===== src/rtl/prio_encoder_rr_if.sv =====
// prio_encoder_rr_if: request-side inputs and registered winner outputs of the priority encoder
interface prio_encoder_rr_if #(parameter int N = 8, parameter int W = 3);
    logic         mode;
    logic         EI;
    logic [N-1:0] I;
    logic         out_ready;
    logic [W-1:0] Y;
    logic [N-1:0] grant;
    logic         GS;
    logic         EO;
    modport master (output mode, EI, I, out_ready, input Y, grant, GS, EO);
    modport slave  (input mode, EI, I, out_ready, output Y, grant, GS, EO);
endinterface


===== src/rtl/prio_encoder_rr.sv =====
// prio_encoder_rr: N-input fixed/round-robin priority encoder with registered valid/ready output
module prio_encoder_rr #(parameter int N = 8, parameter int W = 3) (
    input logic           clk,
    input logic           rst,
    prio_encoder_rr_if.slave b
);
    logic [W-1:0] ptr, pn, ny;
    logic [N-1:0] lo, ng;
    logic         rmode, load, hs, ngs, neo;

    function automatic logic [W-1:0] hi(input logic [N-1:0] v);
        hi = '0;
        for (int i = 0; i < N; i++) if (v[i]) hi = W'(i);
    endfunction

    // pointer advanced past the winner being consumed now, then split search: ptr..0 first, else wrap from N-1
    always_comb begin
        load = !b.GS || b.out_ready;
        hs = b.GS && b.out_ready;
        pn = (hs && rmode) ? ((b.Y == '0) ? W'(N - 1) : b.Y - W'(1)) : ptr;
        lo = '0;
        for (int i = 0; i < N; i++) lo[i] = W'(i) <= pn;
        ngs = b.EI && |b.I;
        neo = b.EI && !(|b.I);
        ny = !ngs ? '0 : (b.mode && |(b.I & lo)) ? hi(b.I & lo) : hi(b.I);
        ng = ngs ? N'(1) << ny : '0;
    end

    // output stage and pointer; everything holds while a valid result waits for the consumer
    always_ff @(posedge clk or posedge rst)
        if (rst) begin
            b.Y <= '0;
            b.grant <= '0;
            b.GS <= 1'b0;
            b.EO <= 1'b0;
            ptr <= W'(N - 1);
            rmode <= 1'b0;
        end else if (load) begin
            b.Y <= ny;
            b.grant <= ng;
            b.GS <= ngs;
            b.EO <= neo;
            ptr <= pn;
            rmode <= b.mode;
        end
endmodule

===== src/flat_wrapper.sv =====
// flat-port wrapper written by rule: the top's interface ports become plain ports
module prio_encoder_rr_flat 
#(parameter int N = 8, parameter int W = 3)
  (clk, rst, b_mode, b_EI, b_I, b_out_ready, b_Y, b_grant, b_GS, b_EO);
  prio_encoder_rr_if #(.N(N), .W(W)) b_i ();
  input logic clk;
  input logic rst;
  input wire logic [$bits(b_i.mode)-1:0] b_mode;
  input wire logic [$bits(b_i.EI)-1:0] b_EI;
  input wire logic [$bits(b_i.I)-1:0] b_I;
  input wire logic [$bits(b_i.out_ready)-1:0] b_out_ready;
  output wire logic [$bits(b_i.Y)-1:0] b_Y;
  output wire logic [$bits(b_i.grant)-1:0] b_grant;
  output wire logic [$bits(b_i.GS)-1:0] b_GS;
  output wire logic [$bits(b_i.EO)-1:0] b_EO;
  assign b_i.mode = b_mode;
  assign b_i.EI = b_EI;
  assign b_i.I = b_I;
  assign b_i.out_ready = b_out_ready;
  assign b_Y = b_i.Y;
  assign b_grant = b_i.grant;
  assign b_GS = b_i.GS;
  assign b_EO = b_i.EO;
  prio_encoder_rr #(.N(N), .W(W)) u_core (.clk(clk), .rst(rst), .b(b_i));
endmodule

===== config.mk =====
export PLATFORM = sky130hd
export DESIGN_NAME = prio_encoder_rr_flat
export DESIGN_NICKNAME = d
export VERILOG_FILES = /design/src/rtl/prio_encoder_rr_if.sv /design/src/rtl/prio_encoder_rr.sv /design/src/flat_wrapper.sv
export SDC_FILE = /design/constraint.sdc
export NUM_CORES = 1
export LEC_CHECK = 0
export ABC_AREA = 1
export ABC_CLOCK_PERIOD_IN_PS = 2200
export CAP_MARGIN = 20
export CORE_MARGIN = 8
export CORE_UTILIZATION = 50
export DETAILED_ROUTE_END_ITERATION = 16
export GPL_TIMING_DRIVEN = 0
export PLACE_DENSITY = 0.79
export SETUP_SLACK_MARGIN = 0.5
export SLEW_MARGIN = 40
export SYNTH_ARGS = -nofsm -noshare
export SYNTH_HDL_FRONTEND = slang
export SYNTH_SLANG_ARGS = --single-unit

===== constraint.sdc =====
create_clock -name clk -period 2.2 [get_ports clk]
set_input_delay 0.44 -clock clk [delete_from_list [all_inputs] [get_ports clk]]
set_output_delay 0.44 -clock clk [all_outputs]
set_load 0.02 [all_outputs]

# == Word level (Yosys, flattened, before mapping) ==
# Index checks and enable logic that the tools add are counted.
# op_classes
mux,19
shifts,1
reduce_logical,11
order_cmp,8
bitwise_logic,1
n_addsub,1
# op_table
op,n
3-bit 2-to-1 mux,12
8-bit OR reduction,2
3-bit less-or-equal comparator (first input constant),4
8-bit AND,1
2-bit 2-to-1 mux,4
8-bit 2-to-1 mux,1
1-bit by 3-bit << shifter with 8-bit output (first input constant),1
1-bit by 3-bit less-or-equal comparator with 1-bit output (first input constant),2
2-bit by 3-bit less-or-equal comparator with 1-bit output (first input constant),2
1-bit logical AND,5
3-bit zero test,1
3-bit by 1-bit subtractor with 3-bit output (second input constant),1
1-bit zero test,2
1-bit 2-to-1 mux,2
1-bit logical OR,1
# totals
input_bits,13
reg_bits,17
elab_cells,47

# == Longest topological paths before layout ==
# Gate-level depths: netlist (run 1).
# depth
depth_word,16
ltp_mapped,20
ltp_nobuf,20

# == Worst setup path after synthesis (run 1) ==
# OpenSTA, ideal clock, no wires.
# synth_path
path_kind,register -> register
startpoint,reg u_core.b.Y[0]
endpoint,reg u_core.b.grant[1]
stages_incl_launch_ff,16
arrival_ns,2.100
required_time_ns,2.134
path_buffers,0
slack_ns,0.034
cell_sequence,dfrtp_1 -> inv_1 -> ha_1 -> ha_1 -> nand4_1 -> nand2_4 -> inv_2 -> nand3_1 -> nand2_2 -> nor2_4 -> nand2_2 -> nand2_4 -> nand2_2 -> a21oi_2 -> nand3_1 -> nand2_1
# synth_via
elab_chain_cells,16
word_cells_on_any_way,26
# synth_lines
element,line_no,text
from (decl),prio_encoder_rr_if.sv:12,"modport slave (input mode, EI, I, out_ready, output Y, grant, GS, EO);"
from (signal assigned),prio_encoder_rr.sv:39,b.Y <= ny;
3-bit by 1-bit subtractor with 3-bit output or 3-bit zero test (tied branches),prio_encoder_rr.sv:20,pn = (hs && rmode) ? ((b.Y == '0) ? W'(N - 1) : b.Y - W'(1)) : ptr;
3-bit 2-to-1 mux (*) (2 in series),prio_encoder_rr.sv:20,
1-bit by 3-bit less-or-equal comparator with 1-bit output,prio_encoder_rr.sv:22,for (int i = 0; i < N; i++) lo[i] = W'(i) <= pn;
8-bit AND (*),prio_encoder_rr.sv:25,ny = !ngs ? '0 : (b.mode && |(b.I & lo)) ? hi(b.I & lo) : hi(b.I);
1-bit 2-to-1 mux,prio_encoder_rr.sv:13,for (int i = 0; i < N; i++) if (v[i]) hi = W'(i);
2-bit 2-to-1 mux (2 in series),prio_encoder_rr.sv:13,
3-bit 2-to-1 mux (4 in series),prio_encoder_rr.sv:13,
3-bit 2-to-1 mux (*) (2 in series),prio_encoder_rr.sv:25,
1-bit by 3-bit << shifter with 8-bit output (*),prio_encoder_rr.sv:26,ng = ngs ? N'(1) << ny : '0;
8-bit 2-to-1 mux (*),prio_encoder_rr.sv:26,
to (signal assigned),prio_encoder_rr.sv:40,b.grant <= ng;
to (decl),prio_encoder_rr_if.sv:12,
# Every way passes the cells marked *; elsewhere a longest branch is shown, timed or not.
# A chain may end at the register's enable or synchronous reset.

# == Worst setup path after layout (run 1) ==
# layout_path
startpoint,reg u_core.b.Y[0]
endpoint,reg u_core.b.grant[6]
# The elaborated chain is that of the path after synthesis.

==> metrics.md, run 1 <==
| Metric | Value |
|---|---|
| Final cell count without fillers | about 230 |
| Leakage | 0.8824 nW |
| Psw | 0.6062 mW |
| Net Count, Synth | 182 |
| Clk pwr share | 0.124 |
| Slew @ Worst Pin | 0.6335 ns |
| Later-pin clock latency in the skew report | 0.29 ns |
| Most frequent cells in the layout | nand2_1, inv_1, nand2_2 |
| CP Max Fanout | 7 |
| Hold slack | 0.4902 ns |
| PortBufs | 25 |
| Total Routing Usage GR | 0.1428 |
| Final setup violation count | 0 |
| Area of the mapped netlist | ~1200 µm² |
| GPL Wtd Cong | 0.8724 |
| WL final | 3026 µm |
| Multi-input gate area | between 700 and 800 µm² |
| Core area | between 2000 and 2500 µm² |
| Int Pwr | 0.7308 mW |
| Initial antenna violation count | 0 |
| Cts hold-fix bufs | 0 |
| Detailed Routing Iterations Pass 1 | 4 |
| Drt first-iter violations | 35 |
| Root Driver | clkbuf_4 |
| Number of remaining DRC errors | 0 |
| CTS tree | done |
| Die width | approximately 64 µm |
| PD cells | approximately 800 nW/µm² |
| Register area | between 400 and 500 µm² |
| Slew Viols, Final | 0 |
| Worst path required time | 2.44 ns |
| Status | completed |
| Netlist cell types | 21 |
| Total power | about 1.3 mW |
| Final hold viol count | 0 |
| Worst hold path class | reg2reg |
| I/O Pins | 26 |
| Placed Instance Area | 1516 µm² |
| Slew margin rel. | 0.5772 |
| Vias | 1185 |
| Minimum clock period | roughly 2.2 ns |
| Maximum clock insertion buffer count | 2 |
| Syn Area/Cell | 7.013 µm² |
| Pre-CTS setup slack | -0.2695 ns |
| Seq/Total Area, Yosys | 0.3665 |
| Fin util | 0.7545 |
| DIE HEIGHT | 64.40 µm |
| Placed cell count | 220 |
| Max VDD drop | around 0.0005 V |
| Sequential power share | 0.316 |
| Layout cells sized above 1 | 0.3842 |
| Max Clk Rate | about 0.46 GHz |
| DP HPWL | 2203 µm |
| Synthesized netlist cell count | ~170 |
| Filler cells | 171 |
| Sw Share | 0.4534 |
| CTS buffer count | 3 |
| Post-route ant nets | 0 |
| Diode count | 0 |
| Final worst setup slack | 0.008308 ns |
| Number of global-route vias before repair | roughly 1200 |
| Via-to-Cell Ratio | between 5 and 6 |
| Final period utilization | 0.9962 |
| CP Class | reg2reg |
| Commonest non-fill, non-tap cell in the layout | nand2_1 |
| Nets | ~220 |
| CP Launch Type | register |
| Sink Count | 17 |
| Critical path arrival | 2.43 ns |
| Setup TNS | 0 ns |
| Pin count of the biggest net entering global routing | 18 |
| Design area | about 1700 µm² |
| # rows | 17 |
| Synthesis Warnings | 0 |
| DIE AREA | 4147 µm² |
| Yosys reg bits | 17 |
| Initial core utilization | 0.5294 |
| CP endpoint kind | register |
| RSZ-0062 raised after global routing | true |
| First-pass GRT wire length | 4954 µm |
| Worst-path clk slew | 0.10 ns |
| Gate power share | 0.560 |
| DR WL/cell | 13.10 µm |
| H-tree depth | 1 |
| GRT Residual Overflow | 0 |
| Skew final | 0.008201 ns |
| Area growth, synth to finish | 42.52% |
| Maximum capacitance violations | 0 |
## power by group through the flow
stage | sequential (mW) | combinational [mW] | clock [mW]
after detailed placement | 0.433 | 0.671 | 0
after global routing | 0.428 | 0.824 | 0.178
after floorplan | 0.470 | 0.442 | 0
after global placement | 0.427 | 0.647 | 0
after CTS | 0.422 | 0.689 | 0.168
final | 0.422 | 0.748 | 0.166
## layer usage
| layer | part of all wire | wire length [µm] | GRT usage | vias to the layer above |
|---|---|---|---|---|
| met4 | 0.013 | 38 | 0.04905 | 0 |
| met1 | 0.44 | 1317 | 0.1629 | 562 |
| met2 | 0.52 | 1563 | 0.2596 | 26 |
| met5 | 0 | 0 | 0 | - |
| li1 | - | - | - | 593 |
| met3 | 0.035 | 106 | 0.02439 | 4 |
## worst max-delay path: stages, from the launching register on
cell,delay [ns]
dfrtp_2,0.38
inv_2,0.05
ha_4,0.15
ha_4,0.25
nand4_1,0.13
nand2_4,0.16
nand3_2,0.10
nand2_1,0.07
nand2_1,0.09
nor2_4,0.12
nand2_4,0.08
nand2_4,0.10
nand2_2,0.08
nand2_4,0.08
inv_2,0.04
nand2_4,0.09
nand3_1,0.09
nand2_1,0.07
## worst paths after layout
kind	slack, ns	endpoint	startpoint	depth (start not counted)
setup / recovery	0.008	u_core.b.grant[6]	u_core.b.Y[0]	17
hold / removal	0.49	u_core.b.grant[5]	u_core.b.grant[5]	2
setup reg to reg	0.008	u_core.b.grant[6]	u_core.b.Y[0]	17
hold reg to reg	0.49	u_core.b.grant[5]	u_core.b.grant[5]	2
max in group asynchronous	1.23	u_core.b.Y[0]	rst	2
min in group asynchronous	0.52	u_core.b.grant[3]	rst	2
## final cells by class
| class | instances | area share |
|---|---|---|
| Sequential cell | 17 | 0.2586 |
| Timing Repair Buffer | 32 | 0.1664 |
| Tap cell | 28 | 0.02099 |
| Multi-Input combinational cell | 123 | 0.4768 |
| Clock buffer | 3 | 0.01349 |
| Clock inverter | 1 | 0.002999 |
| Buffer | 1 | 0.002249 |
| Inverter | 26 | 0.05847 |
## synth_stat cells (all sizes together)
cell type,instances,area [µm²]
a21boi,1,7.510
dfstp,3,78.83
nor2,15,88.83
inv,26,97.59
nand4,1,6.260
nand2,70,327.8
a21oi,9,48.80
clkbuf,1,3.750
dfrtp,14,350.3
nor4,1,6.260
ha,2,25.02
nand3,20,110.1
o21ai,4,20.02
## registers in the layout, summed over array words and instances (netlist names)
signal	cells
u_core.b.grant	8
u_core.b.GS	1
u_core.rmode	1
u_core.ptr	3
u_core.b.Y	3
u_core.b.EO	1
## cells by family after synthesis
kind of cell               count (synthesis)  share of synthesized area
AOI/OAI and AO/OA                         14                    0.06518
and+or+nand+nor                          107                     0.4605
adders and majority gates                  2                    0.02136
DFF                                       17                     0.3665
buffers and inverters                     27                    0.08653
## what timing repair did
action | in CTS | in global routing
pin swaps | 1 | 7
gates resized for setup | 23 | 19
endpoints found under the setup margin | 25 | 14
setup buffers | 2 | 5
(Power assumes the default switching activity.)
==> run 2: changes to the inputs <==
==> constraint.sdc (replaced) <==
create_clock -name clk -period 2.2 [get_ports clk]
set_input_delay 0.44 -clock clk [delete_from_list [all_inputs] [get_ports clk]]
set_output_delay 0.44 -clock clk [all_outputs]
set_load 0.1 [all_outputs]
==> run 2 against run 1 <==
The run now ends with negative setup slack left. Clock skew about the same. Final area is 2.8% higher. Power increased by 26%. Fmax fell by 3.3%. Critical endpoint is now u_core.b.grant[3].
==> metrics.md, run 2 (same netlist as run 1, synthesis figures left out) <==
| Metric | Value |
|---|---|
| Status | complete, but fails checks |
| Failing checks | negative setup slack |
| Vias | roughly 1200 |
| Nets | 220 |
| Psw | 0.8950 mW |
| Worst r2r src | u_core.b.Y[0] |
| RSZ-0062 raised after global routing | true |
| Area growth, synth to finish | 46.58% |
| Most frequent cells in the layout | nand2_1, inv_1, nand2_2 |
| Sink Count | 17 |
| Critical Path, Cell by Cell | inv_2, ha_4, ha_4, nand4_1, nand2_4, nand3_4, nand2_2, nand2_2, nor2_4, nand2_4, nand2_4, nand2_4, a21oi_4, nand3_1, nand2_1 |
| Post-route ant nets | 0 |
| Minimum clock period | 2.267 ns |
| DIE AREA | 4147 µm² |
| Crit path launch | u_core.b.Y[0] |
| Max reg flops | 8 |
| Number of global-route vias before repair | 1181 |
| CTS buffer count | 3 |
| First-pass GRT wire length | 5244 µm |
| Final cell count without fillers | 232 |
| GPL Wtd Cong | 0.8849 |
| Placed cell count | 220 |
| Final period utilization | 1.030 |
| Gate power share | 0.649 |
| Via-to-Cell Ratio | roughly 5.2 |
| DIE HEIGHT | 64.40 µm |
| CP Class | reg2reg |
| Slew margin rel. | 0.5326 |
| H-tree depth | 1 |
| Slowest stage delay, CP | 0.42 ns |
| Layout cells sized above 1 | 0.4706 |
| Initial antenna violation count | 0 |
| CP endpoint kind | register |
| Reg with most FFs | u_core.b.grant |
| Die width | around 64 µm |
| Drt first-iter violations | 49 |
| Final setup violation count | 11 |
| Root Driver | clkbuf_4 |
| Number of remaining DRC errors | 0 |
| # rows | 17 |
| Setup TNS | -0.4135 ns |
| Core area | 2212 µm² |
| Detailed Routing Iterations Pass 1 | 4 |
| Initial core utilization | 0.5294 |
| CP Max Fanout | 7 |
| Maximum clock insertion buffer count | 2 |
| Largest registers | u_core.b.grant: 8 flops, u_core.b.Y: 3 flops, u_core.ptr: 3 flops |
| Total Routing Usage GR | 0.1541 |
| WL final | 3245 µm |
| Leakage | 0.8815 nW |
| CP Launch Type | register |
| Sw Share | 0.5295 |
| PD cells | 984.6 nW/µm² |
| Slew @ Worst Pin | 0.6985 ns |
| Cts hold-fix bufs | 0 |
| Commonest non-fill, non-tap cell in the layout | nand2_1 |
| Final hold viol count | 0 |
| Sequential power share | 0.253 |
| DP HPWL | ~2100 µm |
| Worst-path clk slew | 0.10 ns |
| Fin util | 0.7760 |
| Later-pin clock latency in the skew report | slightly below 0.3 ns |
| Diode count | 0 |
| Max VDD drop | 0.0006246 V |
| Worst path required time | 2.44 ns |
| GRT Residual Overflow | 0 |
| Most frequent cell on the critical path | nand2_4 |
| DR WL/cell | ~14 µm |
| I/O Pins | 26 |
| Maximum capacitance violations | 0 |
| Worst hold path class | reg2reg |
| Max Clk Rate | 0.4411 GHz |
| Final worst setup slack | -0.06687 ns |
| Hold Path Origin | u_core.b.grant[6] |
| Skew final | between 0.008 and 0.009 ns |
| Max stage delay cell, worst path | dfrtp_4 |
| Critical path arrival | 2.51 ns |
| Slew Viols, Final | 0 |
| PortBufs | 25 |
| CTS tree | done |
| Int Pwr | 0.7952 mW |
| Clk pwr share | 0.098 |
| Pin count of the biggest net entering global routing | 18 |
## run 2: cell types whose count changed in the layout (fill, tap and decap cells not counted), moves of 3 or more
cell	previous run	this run
nand3_2	13	10
dlygate4sd2_1	12	1
a21oi_2	1	4
nand2_4	6	12
buf_2	0	11
nand2_1	46	42
a21oi_1	7	4
## run 2: critical path, delay by kind of cell (launching register included)
family | cells | cell delay, ns
AO/OA/AOI/OAI | 1 | 0.20
adder cells (fa/ha/maj) | 2 | 0.40
buffers and inverters | 1 | 0.05
flip-flops | 1 | 0.42
AND/OR/NAND/NOR | 11 | 1.14
## run 2: per-stage QoR
stage / setup WS [ns] / hold WS (ns) / area, µm² / power, mW
2_1_floorplan: -0.06954 / 0.3638 / 1214 / 1.112
3_3_place_gp: -0.2254 / 0.4658 / 1499 / 1.278
3_5_place_dp: -0.2931 / 0.4605 / 1434 / 1.261
4_1_cts: 0.03620 / 0.4842 / 1630 / 1.579
5_1_grt: -0.1538 / 0.5037 / 1717 / 1.791
6_report: -0.06687 / 0.4805 / 1717 / 1.690
## run 2: worst paths after layout
kind	end	slack [ns]	cells after the start
max in group asynchronous	u_core.b.Y[1]	1.20	2
min reg2reg	u_core.b.grant[6]	0.48	2
min	u_core.b.grant[6]	0.48	2
max	u_core.b.grant[3]	-0.07	15
max reg2reg	u_core.b.grant[3]	-0.07	15
min in group asynchronous	u_core.b.grant[2]	0.52	2
## run 2: power groups by stage
stage / clock (mW) / combinational [mW] / sequential, mW
global placement: 0 / 0.846 / 0.432
finish: 0.166 / 1.10 / 0.428
floorplan: 0 / 0.423 / 0.689
global route: 0.186 / 1.17 / 0.431
detailed placement: 0 / 0.827 / 0.434
CTS: 0.174 / 0.980 / 0.425
## run 2: layout make-up
type / instances / area (µm²)
Timing Repair Buffer: 33 / 265.3
Buffer: 1 / 3.754
Sequential cell: 17 / 439.2
Multi-Input combinational cell: 123 / 845.8
Tap cell: 28 / 35.03
Clock buffer: 3 / 22.52
Inverter: 26 / 100.1
Clock inverter: 1 / 5.005
Fill cell: 147 / 495.5
## run 2: timing repair
item,in CTS,in global routing
resized for setup,27,21
endpoints found under the hold margin,0,0
pin swaps,7,9
buffers inserted,6,2
setup endpoints to repair,11,15
## run 2: metal layers
metal / GRT usage / wire [µm] / up-vias
met4: 0.05995 / 57 / 0
met5: 0 / 0 / -
li1: - / - / 596
met2: 0.2596 / 1632 / 36
met1: 0.1851 / 1412 / 570
met3: 0.03484 / 142 / 7
==> run 3: changes to the inputs <==
Settings changed: SKIP_LAST_GASP set to 1.
==> results of run 3 <==
No change in the layout: final DEF, timing and power equal those of run 2.
